===== src/rtl/bsg_manycore_pkg.sv =====
// Manycore link and packet definitions shared by the host bridge.
// The widths depend on the instance parameters, so they are exposed here as
// constant functions.
// Layout of a link_sif bundle, MSB first:
//   fwd { v, packet, ready_and_rev }
//   rev { v, return_packet, ready_and_rev }
package bsg_manycore_pkg;

    localparam int op_width_lp          = 2;
    localparam int return_type_width_lp = 2;

    typedef enum logic [op_width_lp-1:0] {
        e_remote_load  = 2'd0,
        e_remote_store = 2'd1,
        e_remote_amo   = 2'd2,
        e_remote_cfg   = 2'd3
    } packet_op_e;

    typedef enum logic [return_type_width_lp-1:0] {
        e_return_credit   = 2'd0,
        e_return_int_wb   = 2'd1,
        e_return_float_wb = 2'd2,
        e_return_ifetch   = 2'd3
    } return_packet_type_e;

    // packet = { addr, op, payload, src_y, src_x, y_cord, x_cord }
    function automatic int packet_width(input int addr_w, input int data_w,
                                        input int x_w, input int y_w);
        return addr_w + op_width_lp + data_w + 2 * (x_w + y_w);
    endfunction

    // return packet = { type, data, y_cord, x_cord }
    function automatic int return_packet_width(input int data_w, input int x_w, input int y_w);
        return return_type_width_lp + data_w + x_w + y_w;
    endfunction

    function automatic int link_sif_width(input int addr_w, input int data_w,
                                          input int x_w, input int y_w);
        return packet_width(addr_w, data_w, x_w, y_w)
             + return_packet_width(data_w, x_w, y_w) + 4;
    endfunction

endpackage


===== src/rtl/bsg_fifo_1r1w_small.sv =====
// Small circular-buffer FIFO, one write and one read port.
// Ports:
//   clk_i, reset_i       clock, synchronous active-high reset (clears pointers/count)
//   v_i, data_i, ready_o write side, valid/ready; ready_o depends on FIFO state only
//   v_o, data_o, yumi_i  read side, valid/yumi; data_o is the registered head entry
module bsg_fifo_1r1w_small #(
    parameter int width_p = 8,
    parameter int els_p   = 2
) (
    input  logic               clk_i,
    input  logic               reset_i,
    input  logic               v_i,
    input  logic [width_p-1:0] data_i,
    output logic               ready_o,
    output logic               v_o,
    output logic [width_p-1:0] data_o,
    input  logic               yumi_i
);

    localparam int ptr_w = (els_p > 1) ? $clog2(els_p) : 1;
    localparam int cnt_w = $clog2(els_p + 1);

    logic [width_p-1:0] mem [els_p];
    logic [ptr_w-1:0]   rptr, wptr;
    logic [cnt_w-1:0]   count;
    logic               enq, deq;

    function automatic logic [ptr_w-1:0] next_ptr(input logic [ptr_w-1:0] p);
        return (p == ptr_w'(els_p - 1)) ? '0 : p + ptr_w'(1);
    endfunction

    // A full FIFO refuses writes even when the head is leaving this cycle,
    // which keeps ready_o free of any path from yumi_i.
    assign ready_o = (count != cnt_w'(els_p));
    assign v_o     = (count != '0);
    assign enq     = v_i & ready_o;
    assign deq     = yumi_i & v_o;
    assign data_o  = mem[rptr];

    always_ff @(posedge clk_i) begin
        if (reset_i) begin
            rptr  <= '0;
            wptr  <= '0;
            count <= '0;
        end else begin
            if (enq) wptr <= next_ptr(wptr);
            if (deq) rptr <= next_ptr(rptr);
            if (enq && !deq)      count <= count + cnt_w'(1);
            else if (deq && !enq) count <= count - cnt_w'(1);
        end
    end

    always_ff @(posedge clk_i) begin
        if (enq) mem[wptr] <= data_i;
    end

endmodule


===== src/rtl/bsg_manycore_host_bridge.sv =====
// Host-side endpoint on the manycore loader io link. Host requests go out on
// the fwd link under an outstanding-credit limit, returns come back to the
// host, and manycore-originated requests / host replies pass both ways.
// A fence holds back new requests until every outstanding credit returns.
// Ports:
//   clk_i, reset_i                        clock, synchronous active-high reset
//   link_sif_i / link_sif_o               manycore io link bundles
//   host_req_v_i/_data_i/_ready_o         host request in (valid/ready)
//   host_rsp_v_o/_data_o/_yumi_i          return packets to host (valid/yumi)
//   mc_req_v_o/_data_o/_yumi_i            manycore requests to host (valid/yumi)
//   mc_rsp_v_i/_data_i/_ready_o           host replies to manycore (valid/ready)
//   fence_v_i, fence_done_o               fence request / one-cycle completion pulse
//   out_credits_used_o                    outstanding request count
module bsg_manycore_host_bridge
    import bsg_manycore_pkg::*;
#(
    parameter int addr_width_p      = 28,
    parameter int data_width_p      = 32,
    parameter int x_cord_width_p    = 4,
    parameter int y_cord_width_p    = 4,
    parameter int max_out_credits_p = 16,
    parameter int fifo_els_p        = 2,
    localparam int pw_lp  = packet_width(addr_width_p, data_width_p, x_cord_width_p, y_cord_width_p),
    localparam int rw_lp  = return_packet_width(data_width_p, x_cord_width_p, y_cord_width_p),
    localparam int lsw_lp = link_sif_width(addr_width_p, data_width_p, x_cord_width_p, y_cord_width_p),
    localparam int cw_lp  = $clog2(max_out_credits_p + 1)
) (
    input  logic              clk_i,
    input  logic              reset_i,
    input  logic [lsw_lp-1:0] link_sif_i,
    output logic [lsw_lp-1:0] link_sif_o,
    input  logic              host_req_v_i,
    input  logic [pw_lp-1:0]  host_req_data_i,
    output logic              host_req_ready_o,
    output logic              host_rsp_v_o,
    output logic [rw_lp-1:0]  host_rsp_data_o,
    input  logic              host_rsp_yumi_i,
    output logic              mc_req_v_o,
    output logic [pw_lp-1:0]  mc_req_data_o,
    input  logic              mc_req_yumi_i,
    input  logic              mc_rsp_v_i,
    input  logic [rw_lp-1:0]  mc_rsp_data_i,
    output logic              mc_rsp_ready_o,
    input  logic              fence_v_i,
    output logic              fence_done_o,
    output logic [cw_lp-1:0]  out_credits_used_o
);

    typedef struct packed {
        logic             v;
        logic [pw_lp-1:0] data;
        logic             ready_and_rev;
    } fwd_s;

    typedef struct packed {
        logic             v;
        logic [rw_lp-1:0] data;
        logic             ready_and_rev;
    } rev_s;

    typedef struct packed {
        fwd_s fwd;
        rev_s rev;
    } link_s;

    localparam logic [1:0] st_idle  = 2'd0;
    localparam logic [1:0] st_fence = 2'd1;
    localparam logic [1:0] st_done  = 2'd2;

    link_s link_in, link_out;
    assign link_in    = link_sif_i;
    assign link_sif_o = link_out;

    logic [1:0]       state;
    logic [cw_lp-1:0] used;
    logic             req_v;
    logic [pw_lp-1:0] req_data;
    logic             req_offer, send;
    logic             rsp_ready, ret;
    logic             mc_req_ready;
    logic             mc_rsp_v;
    logic [rw_lp-1:0] mc_rsp_data;

    // The offer depends only on registered state; the link's ready only
    // decides whether the head actually leaves.
    assign req_offer = req_v && (used < cw_lp'(max_out_credits_p)) && (state != st_fence);
    assign send      = req_offer && link_in.fwd.ready_and_rev;
    assign ret       = link_in.rev.v && rsp_ready;

    assign link_out.fwd.v             = req_offer;
    assign link_out.fwd.data          = req_data;
    assign link_out.fwd.ready_and_rev = mc_req_ready;
    assign link_out.rev.v             = mc_rsp_v;
    assign link_out.rev.data          = mc_rsp_data;
    assign link_out.rev.ready_and_rev = rsp_ready;

    assign fence_done_o       = (state == st_done);
    assign out_credits_used_o = used;

    bsg_fifo_1r1w_small #(.width_p(pw_lp), .els_p(fifo_els_p)) req_fifo (
        .clk_i(clk_i), .reset_i(reset_i),
        .v_i(host_req_v_i), .data_i(host_req_data_i), .ready_o(host_req_ready_o),
        .v_o(req_v), .data_o(req_data), .yumi_i(send)
    );

    bsg_fifo_1r1w_small #(.width_p(rw_lp), .els_p(fifo_els_p)) rsp_fifo (
        .clk_i(clk_i), .reset_i(reset_i),
        .v_i(link_in.rev.v), .data_i(link_in.rev.data), .ready_o(rsp_ready),
        .v_o(host_rsp_v_o), .data_o(host_rsp_data_o), .yumi_i(host_rsp_yumi_i)
    );

    bsg_fifo_1r1w_small #(.width_p(pw_lp), .els_p(fifo_els_p)) mc_req_fifo (
        .clk_i(clk_i), .reset_i(reset_i),
        .v_i(link_in.fwd.v), .data_i(link_in.fwd.data), .ready_o(mc_req_ready),
        .v_o(mc_req_v_o), .data_o(mc_req_data_o), .yumi_i(mc_req_yumi_i)
    );

    bsg_fifo_1r1w_small #(.width_p(rw_lp), .els_p(fifo_els_p)) mc_rsp_fifo (
        .clk_i(clk_i), .reset_i(reset_i),
        .v_i(mc_rsp_v_i), .data_i(mc_rsp_data_i), .ready_o(mc_rsp_ready_o),
        .v_o(mc_rsp_v), .data_o(mc_rsp_data), .yumi_i(mc_rsp_v && link_in.rev.ready_and_rev)
    );

    // Outstanding-credit counter. A send and a return in the same cycle cancel.
    // A return with nothing outstanding is a protocol violation; the count
    // holds at zero rather than wrapping.
    always_ff @(posedge clk_i) begin
        if (reset_i) begin
            used <= '0;
        end else begin
            assert (!(ret && !send && (used == '0)))
                else $error("host bridge: credit return with no request outstanding");
            if (send && !ret)                      used <= used + cw_lp'(1);
            else if (ret && !send && (used != '0)) used <= used - cw_lp'(1);
        end
    end

    // Fence FSM. No sends happen in FENCE, so draining only waits on returns.
    always_ff @(posedge clk_i) begin
        if (reset_i) begin
            state <= st_idle;
        end else begin
            case (state)
                st_idle:  if (fence_v_i) state <= st_fence;
                st_fence: if ((used == '0) && !send) state <= st_done;
                st_done:  state <= st_idle;
                default:  state <= st_idle;
            endcase
        end
    end

endmodule


===== config.mk =====
export PLATFORM = sky130hd
export DESIGN_NAME = bsg_manycore_host_bridge
export DESIGN_NICKNAME = d
export VERILOG_FILES = /design/src/rtl/bsg_manycore_pkg.sv /design/src/rtl/bsg_fifo_1r1w_small.sv /design/src/rtl/bsg_manycore_host_bridge.sv
export SDC_FILE = /design/constraint.sdc
export NUM_CORES = 1
export LEC_CHECK = 0
export BUFFER_PORTS_ARGS = -buffer_cell sky130_fd_sc_hd__buf_2
export CORE_MARGIN = 2
export CORE_UTILIZATION = 50
export DETAILED_ROUTE_END_ITERATION = 10
export GPL_TIMING_DRIVEN = 1
export HOLD_SLACK_MARGIN = 0.05
export PLACE_DENSITY = 0.77
export SLEW_MARGIN = 20
export SYNTH_ARGS = -nofsm -noshare
export SYNTH_HDL_FRONTEND = slang
export SYNTH_SLANG_ARGS = --single-unit

===== constraint.sdc =====
create_clock -name clk_i -period 5.06 [get_ports clk_i]
set_input_delay 0.506 -clock clk_i [delete_from_list [all_inputs] [get_ports clk_i]]
set_output_delay 0.506 -clock clk_i [all_outputs]
set_load 0.02 [all_outputs]

==> results of run 1 <==
==> per-layer routing <==
metal | track usage, % | vias to the layer above
li1 | - | 4583
met1 | 21.34 | 4874
met2 | 34.89 | 427
met3 | 7.820 | 83
met4 | 9.663 | 4
met5 | 0 | -
==> how the worst max path moves through the flow <==
stage                           start                     to  slack [ns]  depth (start not counted)
finish                      flip-flop      mc_req_data_o[55]        2.29                          2
global route                flip-flop      mc_req_data_o[11]        2.17                          2
CTS                         flip-flop         link_sif_o[81]        2.22                          2
detailed placement     link_sif_i[43]  out_credits_used_o[4]        2.24                          9
global placement       link_sif_i[43]  out_credits_used_o[4]        2.35                          9
floorplan           req_fifo.count[0]     req_fifo.mem[0][0]        0.50                          3
==> area by class of cell <==
class / count / area (um2) / share of cell area (%)
well taps: 468 / 585.6 / 2.521
clock buffers: 70 / 1348 / 5.801
inverters: 6 / 22.52 / 0.09695
diodes: 14 / 35.03 / 0.1508
clock inverters: 22 / 186.4 / 0.8025
multi-input cells: 349 / 3495 / 15.04
flip-flops and latches: 507 / 14960 / 64.42
repair buffers: 511 / 2595 / 11.17
==> cells by family after synthesis <==
| group | after synthesis | synth area share, % |
|---|---|---|
| adder cells (fa/ha/maj) | 8 | 0.5790 |
| multiplexers | 240 | 14.54 |
| buffers and inverters | 41 | 0.9492 |
| XOR/XNOR | 19 | 0.8954 |
| AND/OR/NAND/NOR | 60 | 1.717 |
| flip-flops | 507 | 80.46 |
| AO/OA/AOI/OAI | 22 | 0.8549 |
==> worst reg2reg max path: cells and delay by family (launching register included) <==
kind | cells | cell delay [ns]
adder cells (fa/ha/maj) | 1 | 0.53
AND/OR/NAND/NOR | 1 | 0.05
flip-flops | 1 | 0.35
XOR/XNOR | 1 | 0.15
AO/OA/AOI/OAI | 5 | 1.46
==> through the flow <==
step                      total power, mW  setup slack (ns)  area (um2)  util (%)
after floorplan                     8.178            0.5030       18590         -
after global placement              9.283             2.352       21630     59.09
after detailed placement            9.370             2.244       21630     59.09
after CTS                           12.88             2.221       23170     63.28
after global routing                13.30             2.166       23230     63.44
final                               12.76             2.288       23230     63.46
==> report_power, final <==
group | switching (mW) | internal [mW]
clock | 1.48 | 2.01
sequential | 0.385 | 5.39
combinational | 2.10 | 1.39
total | 3.96 | 8.80
==> cell usage in the layout, fill, tap and decap left out, drive strengths merged, types with 5 or more instances in the layout <==
cell    instances
dfxtp          27
nand2           7
xor2           15
buf           511
diode          14
nor2           23
ha              7
o21ai           5
clkinv         16
nand2b          5
clkbuf         70
mux2          240
edfxtp        480
inv             7
and3            5
a21oi           7
==> registers in the layout, indices dropped and copies added, names as in the netlist, named ones only <==
register	flops
mc_rsp_fifo.mem	84
mc_req_fifo.mem	156
mc_req_fifo.wptr	1
req_fifo.count	2
req_fifo.rptr	1
rsp_fifo.mem	84
mc_rsp_fifo.wptr	1
rsp_fifo.count	2
req_fifo.wptr	1
req_fifo.mem	156
mc_req_fifo.count	2
mc_rsp_fifo.count	2
mc_req_fifo.rptr	1
rsp_fifo.rptr	1
mc_rsp_fifo.rptr	1
state	2
out_credits_used_o	5
rsp_fifo.wptr	1
==> impl_metrics.json, run 1 <==
{
  "critPathTopFamily": "flip-flops",
  "hold-worst-slack_ns": 0.1138,
  "place_inst": 1840,
  "yosysMostFrequentCell": "edfxtp_1",
  "start_util_pct": 50.77,
  "hold_viol": 0,
  "wirelength_um": 39840,
  "ys.warnings.count": 0,
  "min_path_type": "input port to flip-flop",
  "synth_common_cells": "edfxtp_1, mux2_2, dfxtp_1, nor2_1, clkbuf_1",
  "clock-sinks": 507,
  "synth_edf_count": 480,
  "period_needed_ns": 2.772,
  "crit_chain": "mux2_2 -> buf_2",
  "wl_met3_um": 3957,
  "top_layer": "met5",
  "min_from": "host_req_data_i[43]",
  "wl_met1_um": 13980,
  "tns_ns": 0,
  "die_area_mm2": 0.03873,
  "vias": 9971,
  "drcViolationCount": 0,
  "ff2ff_path_depth": 8,
  "synth_top_area_share_pct": 77.55,
  "grt_usage_pct": 20.04,
  "netlist_top_cells_area": "edfxtp_1, mux2_2, dfxtp_1, xor2_1, ha_1",
  "placementRows": 70,
  "clk_pin_slew_ns": 0.06,
  "clock_skew_ns": 0.02110,
  "peakVddDrop_mv": 0.5238,
  "yosys.area.top_type": "edfxtp_1",
  "final_nets": 1685,
  "holdBufCountCts": 0,
  "leakage_nw": 8.711,
  "tightestPinTransition_ns": 1.079,
  "fmax_mhz": 360.8,
  "path_max_fanout": 78,
  "grt_pass1_vias": 10582,
  "max_stage_delay_ns": 1.00,
  "fin_crit_sh_pct": 54.78,
  "ys.flop_type": "edfxtp_1",
  "startpoint_type": "flip-flop",
  "critical_path_required_ns": 4.55,
  "r2r-start": "out_credits_used_o[4]",
  "status": "finished, final reports clean",
  "p_per_area_mw_per_mm2": 549.4,
  "insertion_delay_ns": 0.57,
  "first_pass_iters": 6,
  "core_area_mm2": 0.03661,
  "cp_slowest_cell": "dfxtp_4",
  "wl_met2_um": 20470,
  "hold_path_depth": 1,
  "arrival_ns": 2.27,
  "tritoncts": "done",
  "syn2layout_area_growth_pct": 25.00,
  "worstSetupPathType": "flip-flop to output pin",
  "drive_gt1_share_pct": 57.13,
  "slew_viol_final": 0,
  "cts_resized": 0,
  "nFillCells": 2611,
  "r2r_end": "out_credits_used_o[4]",
  "root_buffer": "clkbuf_16",
  "antenna_found_initial": 16,
  "grt_pass1_wl_um": 58410,
  "antenna_left": 0,
  "rrSetupSlack_ns": 2.40,
  "die_y_um": 196.8,
  "max_slew_margin_pct": 28.06,
  "cts_inserted_buffers": 51,
  "die_width_um": 196.8,
  "grt_overflow": 0,
  "syn_avg_cell_area_um2": 20.72,
  "syn_area_mm2": 0.01859,
  "ys_seq_elements": 507,
  "synthCells": 897,
  "post_drt_wl_per_cell_um": 20.46,
  "grt_max_degree": 79,
  "cap_violations": 0,
  "pin_count": 505,
  "drt_iter0_drc": 450,
  "gp_congestion": 0.7871,
  "port_buffers": 504,
  "finalSetupViolCount": 0,
  "cts_max_level": 2,
  "end_kind": "output pin",
  "ys_types": 37,
  "synthesis.nets": 1156,
  "final_cells": 1947,
  "avgViaCountPerCell": 5.121,
  "ys_seq_area_share_pct": 80.46,
  "ys_async_sr_fraction_pct": 0,
  "dpl.hpwl_um": 27200,
  "clockBufferDepth": 3,
  "path_buf_inv": 1,
  "hold_end": "req_fifo.mem[1][43]",
  "rsz0062_at_grt": "no",
  "post_cts_buffers": 0
}
No activity file was read; power rests on OpenSTA's default activity.
==> inputs of run 2 (changes only) <==
- ABC_AREA: default -> 1
- PLACE_DENSITY: 0.77 -> 0.76
- clock period: 5.06 -> 2.8 ns (I/O delays scaled with it)
==> run 2 against run 1 <==
  * Non-clock buffer count increased by 257
  * Combinational power increased by 95%
  * Area after synthesis increased by 1.5%
  * Worst hold slack improved by 0.037 ns
  * Global-route usage increased by 2.9 points
  * Sequential power increased by 73%
  * Clock skew decreased by 0.0095 ns
  * Clock power increased by 92%
  * Routed wire length increased by 18%
  * Critical path depth increased by 1
  * Critical endpoint is now mc_req_data_o[60]
  * Largest cell class unchanged
  * Largest power group unchanged
  * Highest routed layer unchanged
==> impl_metrics.json, run 2 <==
{
  "status": "finished, final reports clean",
  "max_stage_delay_ns": 0.68,
  "netlist_top_cells_area": "edfxtp_1, mux2_2, mux2_4, dfxtp_1, buf_2",
  "hold_viol": 0,
  "antenna_left": 0,
  "period_needed_ns": 2.394,
  "placementRows": 71,
  "cap_violations": 0,
  "syn_area_mm2": 0.01886,
  "pre_cts_ws_ns": 0.9826,
  "wirelength_um": 47020,
  "first_pass_iters": 4,
  "die_y_um": 198.2,
  "finalSetupViolCount": 0,
  "min_path_type": "input port to flip-flop",
  "p_per_area_mw_per_mm2": 898.3,
  "r2r-start": "state[1]",
  "grt_usage_pct": 22.98,
  "startpoint_type": "flip-flop",
  "syn_avg_cell_area_um2": 20.26,
  "clk_pin_slew_ns": 0.06,
  "vias": 11415,
  "arrival_ns": 2.11,
  "layout_commonest_cell": "buf_2",
  "pin_count": 505,
  "avgViaCountPerCell": 5.011,
  "grt_max_degree": 80,
  "fin_area_mm2": 0.02624,
  "cts_max_level": 2,
  "rsz0062_at_grt": "no",
  "synth_common_cells": "edfxtp_1, mux2_2, mux2_4, dfxtp_1, nand2_1",
  "ys_types": 26,
  "synthesis.nets": 1190,
  "end_kind": "output pin",
  "peakVddDrop_mv": 0.7144,
  "seqCellArea_mm2": 0.01496,
  "layout_common_cells": "buf_2, edfxtp_1, dlygate4sd3_1, mux2_2, clkbuf_16",
  "tightestPinTransition_ns": 0.6012,
  "critPathTopFamily": "flip-flops",
  "top_regs": "mc_req_fifo.mem (156), req_fifo.mem (156)",
  "port_buffers": 504,
  "insertion_delay_ns": 0.56,
  "grt_pass1_vias": 12179,
  "drive_gt1_share_pct": 49.01,
  "cp_slowest_cell": "dfxtp_4",
  "post_drt_wl_per_cell_um": 20.64,
  "post_cts_buffers": 0,
  "layout_setup_ws_ns": 0.4061,
  "yosys.area.top_type": "edfxtp_1",
  "worstSetupPathType": "flip-flop to output pin",
  "crit_chain": "buf_12 -> mux2_2 -> buf_2",
  "die_width_um": 198.2,
  "ys_seq_area_share_pct": 79.28,
  "fmax_mhz": 417.7,
  "endpoint": "mc_req_data_o[60]",
  "ff2ff_path_depth": 13,
  "leakage_nw": 10.06,
  "antenna_found_initial": 10,
  "max_slew_margin_pct": 59.92,
  "power.total_mw": 23.57,
  "synthCells": 931,
  "start_util_pct": 50.44,
  "die_area_mm2": 0.03930,
  "cp.depth": 3,
  "ys_async_sr_fraction_pct": 0,
  "final_nets": 1976,
  "dpl.hpwl_um": 27590,
  "path_buf_inv": 2,
  "fin_crit_sh_pct": 85.50,
  "ys.warnings.count": 0,
  "drcViolationCount": 0,
  "rrSetupSlack_ns": 0.96,
  "clockBufferDepth": 3,
  "core_area_mm2": 0.03740,
  "tritoncts": "done",
  "dpl-instance-area_mm2": 0.02211,
  "drt_iter0_drc": 540,
  "multi_input_area_mm2": 0.003637,
  "r2r_end": "out_credits_used_o[4]",
  "root_buffer": "clkbuf_16",
  "nFillCells": 2249,
  "grt_overflow": 0,
  "ys.flop_type": "edfxtp_1",
  "clock_skew_ns": 0.01156,
  "critical_path_required_ns": 2.52,
  "grt_pass1_wl_um": 67860,
  "slew_viol_final": 0,
  "synth_edf_count": 480,
  "synth_top_area_share_pct": 76.41,
  "path_max_fanout": 35,
  "ys_seq_elements": 507,
  "clock-sinks": 507,
  "cts_inserted_buffers": 50,
  "tns_ns": 0,
  "yosysMostFrequentCell": "edfxtp_1",
  "gp_congestion": 0.7698,
  "syn2layout_area_growth_pct": 39.08
}
run 2: power breakdown:
group          internal, mW  total (mW)  switching [mW]
sequential             9.62        10.0           0.425
clock                  3.96        6.69            2.73
combinational          2.73        6.83            4.10
total                  16.3        23.6            7.25
run 2: how the worst min path moves through the flow:
stage | start | endpoint | cells after the start
global route | link_sif_i[44] | flip-flop | 4
global placement | rsp_fifo.rptr | flip-flop | 2
CTS | link_sif_i[43] | rsp_fifo.wptr | 4
detailed placement | mc_rsp_fifo.rptr | flip-flop | 2
finish | link_sif_i[43] | rsp_fifo.wptr | 4
floorplan | link_sif_i[45] | mc_req_fifo.mem[0][0] | 0
run 2: layout make-up:
class	instances	area share (%)
flip-flops and latches	507	57.04
multi-input cells	362	13.86
inverters	28	0.4101
repair buffers	768	19.90
well taps	511	2.437
clock buffers	69	5.361
clock inverters	25	0.9157
diodes	8	0.07631
run 2: kinds of logic (layout without fill, tap and decap cells):
group | after synthesis | in the layout | synth area share, %
and+or+nand+nor | 67 | 67 | 1.904
adders and majority gates | 8 | 8 | 0.5704
DFF | 507 | 507 | 79.28
buffers and inverters | 62 | 890 | 1.758
muxes | 240 | 240 | 15.12
other | 0 | 8 | 0
AOI/OAI and AO/OA | 44 | 44 | 1.227
xor gates and xnor gates | 3 | 3 | 0.1393
run 2: tightest hold or removal path, stage by stage:
cell	delay, ns
buf_2	0.10
nand2_4	0.10
nor2_4	0.11
nor2_1	0.06
run 2: metal layers:
metal  up-vias  part of all wire (%)  GRT usage, %
met3        90                   8.6         6.779
met2       541                    52         41.20
met5         -                 0.057             0
met1      5589                    36         25.43
li1       5191                     -             -
met4         4                   3.1         9.691
run 2: per-stage QoR:
step / util (%) / hold WS, ns / std cells
floorplan: - / 0.3789 / 931
global placement: 59.11 / 0.4497 / 1930
detailed placement: 59.11 / 0.4566 / 1930
CTS: 70.09 / 0.1118 / 2270
global route: 70.15 / 0.1518 / 2278
finish: 70.15 / 0.1505 / 2278
run 2: repair_timing:
item	in CTS	in global routing
hold buffers	246	0
hold endpoints to repair	493	0
gates resized for setup	0	0
